$ cat config.mk
export PLATFORM = sky130hd
export DESIGN_NAME = round_key_sequencer_flat
export DESIGN_NICKNAME = d
export VERILOG_FILES = /design/src/rtl/round_key_sequencer_pkg.sv /design/src/rtl/round_key_sequencer_if.sv /design/src/rtl/round_key_sequencer.sv /design/src/flat_wrapper.sv
export SDC_FILE = /design/constraint.sdc
export NUM_CORES = 2
export LEC_CHECK = 0
export BUFFER_PORTS_ARGS = -buffer_cell sky130_fd_sc_hd__buf_2
export CELL_PAD_IN_SITES_DETAIL_PLACEMENT = 1
export CELL_PAD_IN_SITES_GLOBAL_PLACEMENT = 1
export CORE_AREA = 8 8 598 600
export DETAILED_ROUTE_END_ITERATION = 8
export DIE_AREA = 0 0 606 608
export PLACE_DENSITY_LB_ADDON = 0.15
export SLEW_MARGIN = 15
export SYNTH_ARGS = -nofsm -noshare
export SYNTH_HDL_FRONTEND = slang
export SYNTH_SLANG_ARGS = --single-unit
$ cat constraint.sdc
create_clock -name clock -period 35.9 [get_ports clock]
set_input_delay 7.18 -clock clock [delete_from_list [all_inputs] [get_ports clock]]
set_output_delay 7.18 -clock clock [all_outputs]
set_load 0.03 [all_outputs]
$ cat src/rtl/round_key_sequencer_pkg.sv
// Shared AES definitions: round-key types, sequencer state encoding and the
// key-size to round-count mapping used by the encoder, decoder and sequencer.
package round_key_sequencer_pkg;

    localparam int AES_STATE_SIZE = 128;

    typedef logic [7:0]                byte_t;
    typedef logic [AES_STATE_SIZE-1:0] roundKey_t;

    typedef enum logic [1:0] {
        EMPTY  = 2'd0,
        LOADED = 2'd1,
        STREAM = 2'd2
    } seqState_t;

    // Number of cipher rounds for a given key width; unknown widths fall back to AES-128.
    function automatic int numRounds(input int keySize);
        case (keySize)
            192:     return 12;
            256:     return 14;
            default: return 10;
        endcase
    endfunction

endpackage

$ cat src/rtl/round_key_sequencer_if.sv
// Load / start / key-stream handshake bundle between ExpandKey, the cipher
// control and the round datapath on one side and the key sequencer on the other.
interface round_key_sequencer_if
    import round_key_sequencer_pkg::*;
#(
    parameter int NUM_ROUNDS = 10,
    parameter int IDX_W      = 4
) ();

    logic                        loadValid;
    logic                        loadReady;
    roundKey_t [0:NUM_ROUNDS]    roundKeys;
    logic                        startValid;
    logic                        startReady;
    logic                        decrypt;
    logic                        keyValid;
    logic                        keyReady;
    roundKey_t                   roundKey;
    logic [IDX_W-1:0]            roundIdx;
    logic                        lastKey;

    // Producer/consumer side of the sequencer.
    modport master (
        output loadValid, roundKeys, startValid, decrypt, keyReady,
        input  loadReady, startReady, keyValid, roundKey, roundIdx, lastKey
    );

    // The sequencer itself.
    modport slave (
        input  loadValid, roundKeys, startValid, decrypt, keyReady,
        output loadReady, startReady, keyValid, roundKey, roundIdx, lastKey
    );

endinterface

$ cat src/rtl/round_key_sequencer.sv
// Round-key sequencer: captures the whole ExpandKey schedule on a load
// handshake and replays it one key per accepted handshake, forward for
// encryption and backward for decryption, until a new schedule is loaded.
module round_key_sequencer
    import round_key_sequencer_pkg::*;
#(
    parameter int KEY_SIZE   = 128,
    parameter int NUM_ROUNDS = numRounds(KEY_SIZE),
    parameter int IDX_W      = 4
) (
    input  logic                  clock,
    input  logic                  reset,
    round_key_sequencer_if.slave  bus
);

    localparam logic [IDX_W-1:0] IDX_FIRST = {IDX_W{1'b0}};
    localparam logic [IDX_W-1:0] IDX_LAST  = IDX_W'(NUM_ROUNDS);
    localparam logic [IDX_W-1:0] IDX_STEP  = IDX_W'(1);

    seqState_t        state_r,     state_s;
    logic             decrypt_r,   decrypt_s;
    logic             key_valid_r, key_valid_s;
    roundKey_t        round_key_r, round_key_s;
    logic [IDX_W-1:0] round_idx_r, round_idx_s;
    logic             last_key_r,  last_key_s;
    logic [IDX_W-1:0] rd_idx_s;
    logic             key_update_s;
    logic             load_fire_s;
    logic             start_fire_s;
    logic             accept_s;

    roundKey_t        store_r [0:NUM_ROUNDS];

    assign bus.loadReady  = (state_r != STREAM);
    assign bus.startReady = (state_r == LOADED);
    assign bus.keyValid   = key_valid_r;
    assign bus.roundKey   = round_key_r;
    assign bus.roundIdx   = round_idx_r;
    assign bus.lastKey    = last_key_r;

    assign load_fire_s  = bus.loadValid  && (state_r != STREAM);
    assign start_fire_s = bus.startValid && (state_r == LOADED);
    assign accept_s     = key_valid_r    && bus.keyReady;

    // Next-state and next-output decode; a key slot is (re)read only on start or advance.
    always_comb begin
        state_s      = state_r;
        decrypt_s    = decrypt_r;
        key_valid_s  = key_valid_r;
        round_idx_s  = round_idx_r;
        last_key_s   = last_key_r;
        rd_idx_s     = round_idx_r;
        key_update_s = 1'b0;
        round_key_s  = round_key_r;

        case (state_r)
            EMPTY: begin
                if (load_fire_s) begin
                    state_s = LOADED;
                end else begin
                    state_s = EMPTY;
                end
            end
            LOADED: begin
                if (start_fire_s) begin
                    state_s      = STREAM;
                    decrypt_s    = bus.decrypt;
                    rd_idx_s     = bus.decrypt ? IDX_LAST : IDX_FIRST;
                    key_update_s = 1'b1;
                end else begin
                    state_s = LOADED;
                end
            end
            STREAM: begin
                if (accept_s && last_key_r) begin
                    // Final key taken: go idle, never wrap the index.
                    state_s     = LOADED;
                    key_valid_s = 1'b0;
                end else if (accept_s) begin
                    rd_idx_s     = decrypt_r ? (round_idx_r - IDX_STEP) : (round_idx_r + IDX_STEP);
                    key_update_s = 1'b1;
                end else begin
                    state_s = STREAM;
                end
            end
            default: begin
                state_s     = EMPTY;
                key_valid_s = 1'b0;
            end
        endcase

        if (key_update_s) begin
            key_valid_s = 1'b1;
            round_idx_s = rd_idx_s;
            last_key_s  = decrypt_s ? (rd_idx_s == IDX_FIRST) : (rd_idx_s == IDX_LAST);
        end else begin
            round_idx_s = round_idx_r;
        end

        // A load in the same cycle as start must stream the incoming schedule.
        if (key_update_s && load_fire_s) begin
            round_key_s = bus.roundKeys[rd_idx_s];
        end else if (key_update_s) begin
            round_key_s = store_r[rd_idx_s];
        end else begin
            round_key_s = round_key_r;
        end
    end

    // Control state and registered stream outputs, cleared by synchronous reset.
    always_ff @(posedge clock) begin
        if (reset) begin
            state_r     <= EMPTY;
            decrypt_r   <= 1'b0;
            key_valid_r <= 1'b0;
            round_key_r <= {AES_STATE_SIZE{1'b0}};
            round_idx_r <= {IDX_W{1'b0}};
            last_key_r  <= 1'b0;
        end else begin
            state_r     <= state_s;
            decrypt_r   <= decrypt_s;
            key_valid_r <= key_valid_s;
            round_key_r <= round_key_s;
            round_idx_r <= round_idx_s;
            last_key_r  <= last_key_s;
        end
    end

    // Schedule storage; contents are meaningless while state is EMPTY, so no reset.
    always_ff @(posedge clock) begin
        if (load_fire_s) begin
            for (int i = 0; i <= NUM_ROUNDS; i++) begin
                store_r[i] <= bus.roundKeys[i];
            end
        end
    end

endmodule

$ cat src/flat_wrapper.sv
// flat-port wrapper written by rule: the top's interface ports become plain ports
module round_key_sequencer_flat import round_key_sequencer_pkg::*;
#(
    parameter int KEY_SIZE   = 128,
    parameter int NUM_ROUNDS = numRounds(KEY_SIZE),
    parameter int IDX_W      = 4
)
  (clock, reset, bus_loadValid, bus_roundKeys, bus_startValid, bus_decrypt, bus_keyReady, bus_loadReady, bus_startReady, bus_keyValid, bus_roundKey, bus_roundIdx, bus_lastKey);
  round_key_sequencer_if #(.NUM_ROUNDS(NUM_ROUNDS), .IDX_W(IDX_W)) bus_i ();
  input  logic clock;
  input  logic reset;
  input wire logic [$bits(bus_i.loadValid)-1:0] bus_loadValid;
  input wire logic [$bits(bus_i.roundKeys)-1:0] bus_roundKeys;
  input wire logic [$bits(bus_i.startValid)-1:0] bus_startValid;
  input wire logic [$bits(bus_i.decrypt)-1:0] bus_decrypt;
  input wire logic [$bits(bus_i.keyReady)-1:0] bus_keyReady;
  output wire logic [$bits(bus_i.loadReady)-1:0] bus_loadReady;
  output wire logic [$bits(bus_i.startReady)-1:0] bus_startReady;
  output wire logic [$bits(bus_i.keyValid)-1:0] bus_keyValid;
  output wire logic [$bits(bus_i.roundKey)-1:0] bus_roundKey;
  output wire logic [$bits(bus_i.roundIdx)-1:0] bus_roundIdx;
  output wire logic [$bits(bus_i.lastKey)-1:0] bus_lastKey;
  assign bus_i.loadValid = bus_loadValid;
  assign bus_i.roundKeys = bus_roundKeys;
  assign bus_i.startValid = bus_startValid;
  assign bus_i.decrypt = bus_decrypt;
  assign bus_i.keyReady = bus_keyReady;
  assign bus_loadReady = bus_i.loadReady;
  assign bus_startReady = bus_i.startReady;
  assign bus_keyValid = bus_i.keyValid;
  assign bus_roundKey = bus_i.roundKey;
  assign bus_roundIdx = bus_i.roundIdx;
  assign bus_lastKey = bus_i.lastKey;
  round_key_sequencer #(.KEY_SIZE(KEY_SIZE), .NUM_ROUNDS(NUM_ROUNDS), .IDX_W(IDX_W)) u_core (.clock(clock), .reset(reset), .bus(bus_i));
endmodule
==> impl_metrics.env <==
export IMPL_die_x_microns=606
export IMPL_num_nets_final=6821
export IMPL_grt_util_met3_pct=5.21
export IMPL_netlist_top_cells_area="edfxtp_1, mux4_2, dfxtp_1"
export IMPL_grt_pass1_vias=48600
export IMPL_p_seq_share_pct=47.0
export IMPL_cts_buffers=197
export IMPL_gp_congestion=0.817
export IMPL_via_per_inst=4.49
export IMPL_portBuffers=1549
export IMPL_ys_seq_area_share_pct=70.1
export IMPL_worstSkewPairLatency_ns=0.86
export IMPL_critPathRequiredTime_ns=36.62
export IMPL_finalSetupViolations=0
export IMPL_combPwrFrac_pct=8.5
export IMPL_synth_top_area_share_pct=65.8
export IMPL_rows=217
export IMPL_tns_ns=0
export IMPL_clockBufferDepth=4
export IMPL_cts_root_buf="clkbuf_16"
export IMPL_die_area_sq_um=368000
export IMPL_synth_avg_cell_area_sq_um=16.5
export IMPL_ir_drop_uv=36.6
export IMPL_cts_tree="yes"
export IMPL_ys_async_sr_fraction_pct=0
export IMPL_cap_violations=0
export IMPL_critical_path_class="input port to flip-flop"
export IMPL_period_share_pct=32.7
export IMPL_met1_usage_pct=19.0
export IMPL_busiest_layer="met2"
export IMPL_clkPwrFrac_pct=44.6
export IMPL_final_cell_mix="buf_2, edfxtp_1, nand2_1"
export IMPL_io_pins=1550
export IMPL_holdWs_ns=0.500
export IMPL_synth_fp_nets=5314
export IMPL_wl_microns=324000
export IMPL_slew_headroom_pct=25.9
export IMPL_antenna_found_initial=434
export IMPL_clock_sinks=1545
export IMPL_grt_usage_pct=16.8
export IMPL_htree_levels=4
export IMPL_drtIter0Drc=3197
export IMPL_ys_ff_latch=1545
export IMPL_worstMarginPinSlew_ns=1.11
export IMPL_intPower_w=0.00348
export IMPL_synth_edf_count=1408
export IMPL_grt_max_degree=154
export IMPL_syn_to_final_growth_pct=30.3
export IMPL_grt_first_pass_wirelength_microns=437000
export IMPL_min_path_type="flip-flop to flip-flop"
export IMPL_cts_hold_buffers=0
export IMPL_start_kind="input port"
export IMPL_reg2reg_depth=12
export IMPL_hold_viol=0
export IMPL_skew_ns=0.0437
export IMPL_fin_crit_ns=11.74
export IMPL_initial_core_util_pct=18.5
export IMPL_clk_pin_slew_ns=0.06
export IMPL_coreArea_sq_um=348000
export IMPL_cts_resized=0
export IMPL_hold_depth=2
export IMPL_vias=46000
export IMPL_drc=0
export IMPL_ys_types=48
export IMPL_netlist_instances=3893
export IMPL_drive_above_1_share_pct=41.7
export IMPL_end_kind="flip-flop"
export IMPL_avgRoutedWirePerCell_microns=31.7
export IMPL_power_density_nw_per_um2=54.6
export IMPL_synth_warnings=0
export IMPL_worstPathArrival_ns=12.46
export IMPL_rsz0062_at_grt="false"
export IMPL_synth_top_area_cell="edfxtp_1"
export IMPL_max_freq_mhz=85.2
export IMPL_status="completed"
export IMPL_layout_commonest_cell="buf_2"
export IMPL_swShare_pct=24.0
export IMPL_die_height_microns=608
export IMPL_synth_main_ff_cell="edfxtp_1"
export IMPL_ant_nets=0
export IMPL_switchingPower_w=0.00110
export IMPL_cp_max_fo=112
export IMPL_dpl_hpwl_microns=241000
export IMPL_cts_setup_buffers=0
export IMPL_dr_pass1_iters=5
export IMPL_power_leakage_nw=30.5
export IMPL_fin_util_pct=24.1
export IMPL_synth_area_sq_um=64300
export IMPL_slew_violations=0
export IMPL_grt_ovfl_total=0
export IMPL_grt_util_met2_pct=31.1
[synth_stat cells (6+ instances only)]
library cell     n
edfxtp_1      1408
nand2_1        394
mux4_2         384
a21oi_1        267
nand4_1        256
nor2_1         139
dfxtp_1        137
clkbuf_1       136
nand3_1        133
a22oi_1        129
a31oi_1        129
a221oi_1       128
buf_2          115
buf_1           39
buf_6           22
buf_4           20
inv_1            7
ha_1             6
o21ai_0          6
[layout make-up]
cell class / count / area, sq um
Fill cell: 38000 / 264000
Clock buffer: 277 / 5460
Timing Repair Buffer: 1640 / 8570
Sequential cell: 1545 / 45000
Inverter: 7 / 30.0
Multi-Input combinational cell: 2009 / 17700
Tap cell: 4599 / 5750
Antenna cell: 73 / 183
Clock inverter: 91 / 1050
[stage by stage]
stage | total power [W] | area (sq um) | worst slack, ns | std cells
final | 0.00457 | 83800 | 24.16 | 10200
after global routing | 0.00474 | 83600 | 23.76 | 10200
after CTS | 0.00466 | 83600 | 24.20 | 10200
after detailed placement | 0.00258 | 77100 | 23.20 | 9800
after global placement | 0.00258 | 77100 | 23.21 | 9800
after floorplan | 0.00247 | 64300 | 6.97 | 3893
[path summary, 6_finish.rpt]
kind | start | endpoint | slack [ns]
worst max-delay path | bus_startValid | u_core.bus.roundKey[16]$_SDFFE_PP0P_ | 24.16
worst min-delay path | u_core.bus.roundKey[62]$_SDFFE_PP0P_ | u_core.bus.roundKey[62]$_SDFFE_PP0P_ | 0.50
worst max register to register | u_core.state_r[0]$_SDFFE_PP0P_ | u_core.bus.roundKey[16]$_SDFFE_PP0P_ | 29.79
worst min register to register | u_core.bus.roundKey[62]$_SDFFE_PP0P_ | u_core.bus.roundKey[62]$_SDFFE_PP0P_ | 0.50
[state kept, by name (all words and copies together) (netlist names)]
| register | cells |
|---|---|
| u_core.bus.lastKey | 1 |
| u_core.bus.keyValid | 1 |
| u_core.bus.roundIdx | 4 |
| u_core.decrypt_r | 1 |
| u_core.state_r | 2 |
| u_core.store_r | 1408 |
| u_core.bus.roundKey | 128 |
[critical path, stage by stage]
cell and delay [ns]:
buf_2 0.13, and3_1 0.18, and2_1 0.28, nor3_4 0.21, buf_4 0.59, buf_4 0.65
buf_4 0.63, buf_12 0.63, buf_12 0.59, mux4_2 0.60, a22oi_1 0.21, nand3_1 0.09
[routing by layer]
layer,share of wire (%),vias to the layer above,wire (microns)
met5,0.37,-,1200
met1,38,23800,122000
met2,52,1951,168000
met4,2.7,184,8650
met3,7.6,946,24500
li1,-,19200,-
[power groups by stage]
stage          sequential, W  combinational [W]  clock [W]
3_3_place_gp         0.00218           0.000393          0
2_1_floorplan        0.00228           0.000192          0
5_1_grt              0.00216           0.000418    0.00216
6_report             0.00215           0.000387    0.00204
4_1_cts              0.00215           0.000397    0.00211
3_5_place_dp         0.00218           0.000396          0
[logic make-up (layout without fill, tap and decap cells)]
| kind of cell | count (synthesis) | in the layout | share of synthesized area, % |
|---|---|---|---|
| multiplexers | 386 | 386 | 13.5 |
| other | 0 | 73 | 0 |
| adder cells (fa/ha/maj) | 7 | 7 | 0.148 |
| AND/OR/NAND/NOR | 939 | 939 | 6.82 |
| flip-flops | 1545 | 1545 | 70.1 |
| buffers and inverters | 339 | 2015 | 2.58 |
| XOR/XNOR | 2 | 2 | 0.0273 |
| AO/OA/AOI/OAI | 675 | 675 | 6.86 |
Power figures use the tool's default switching activity.
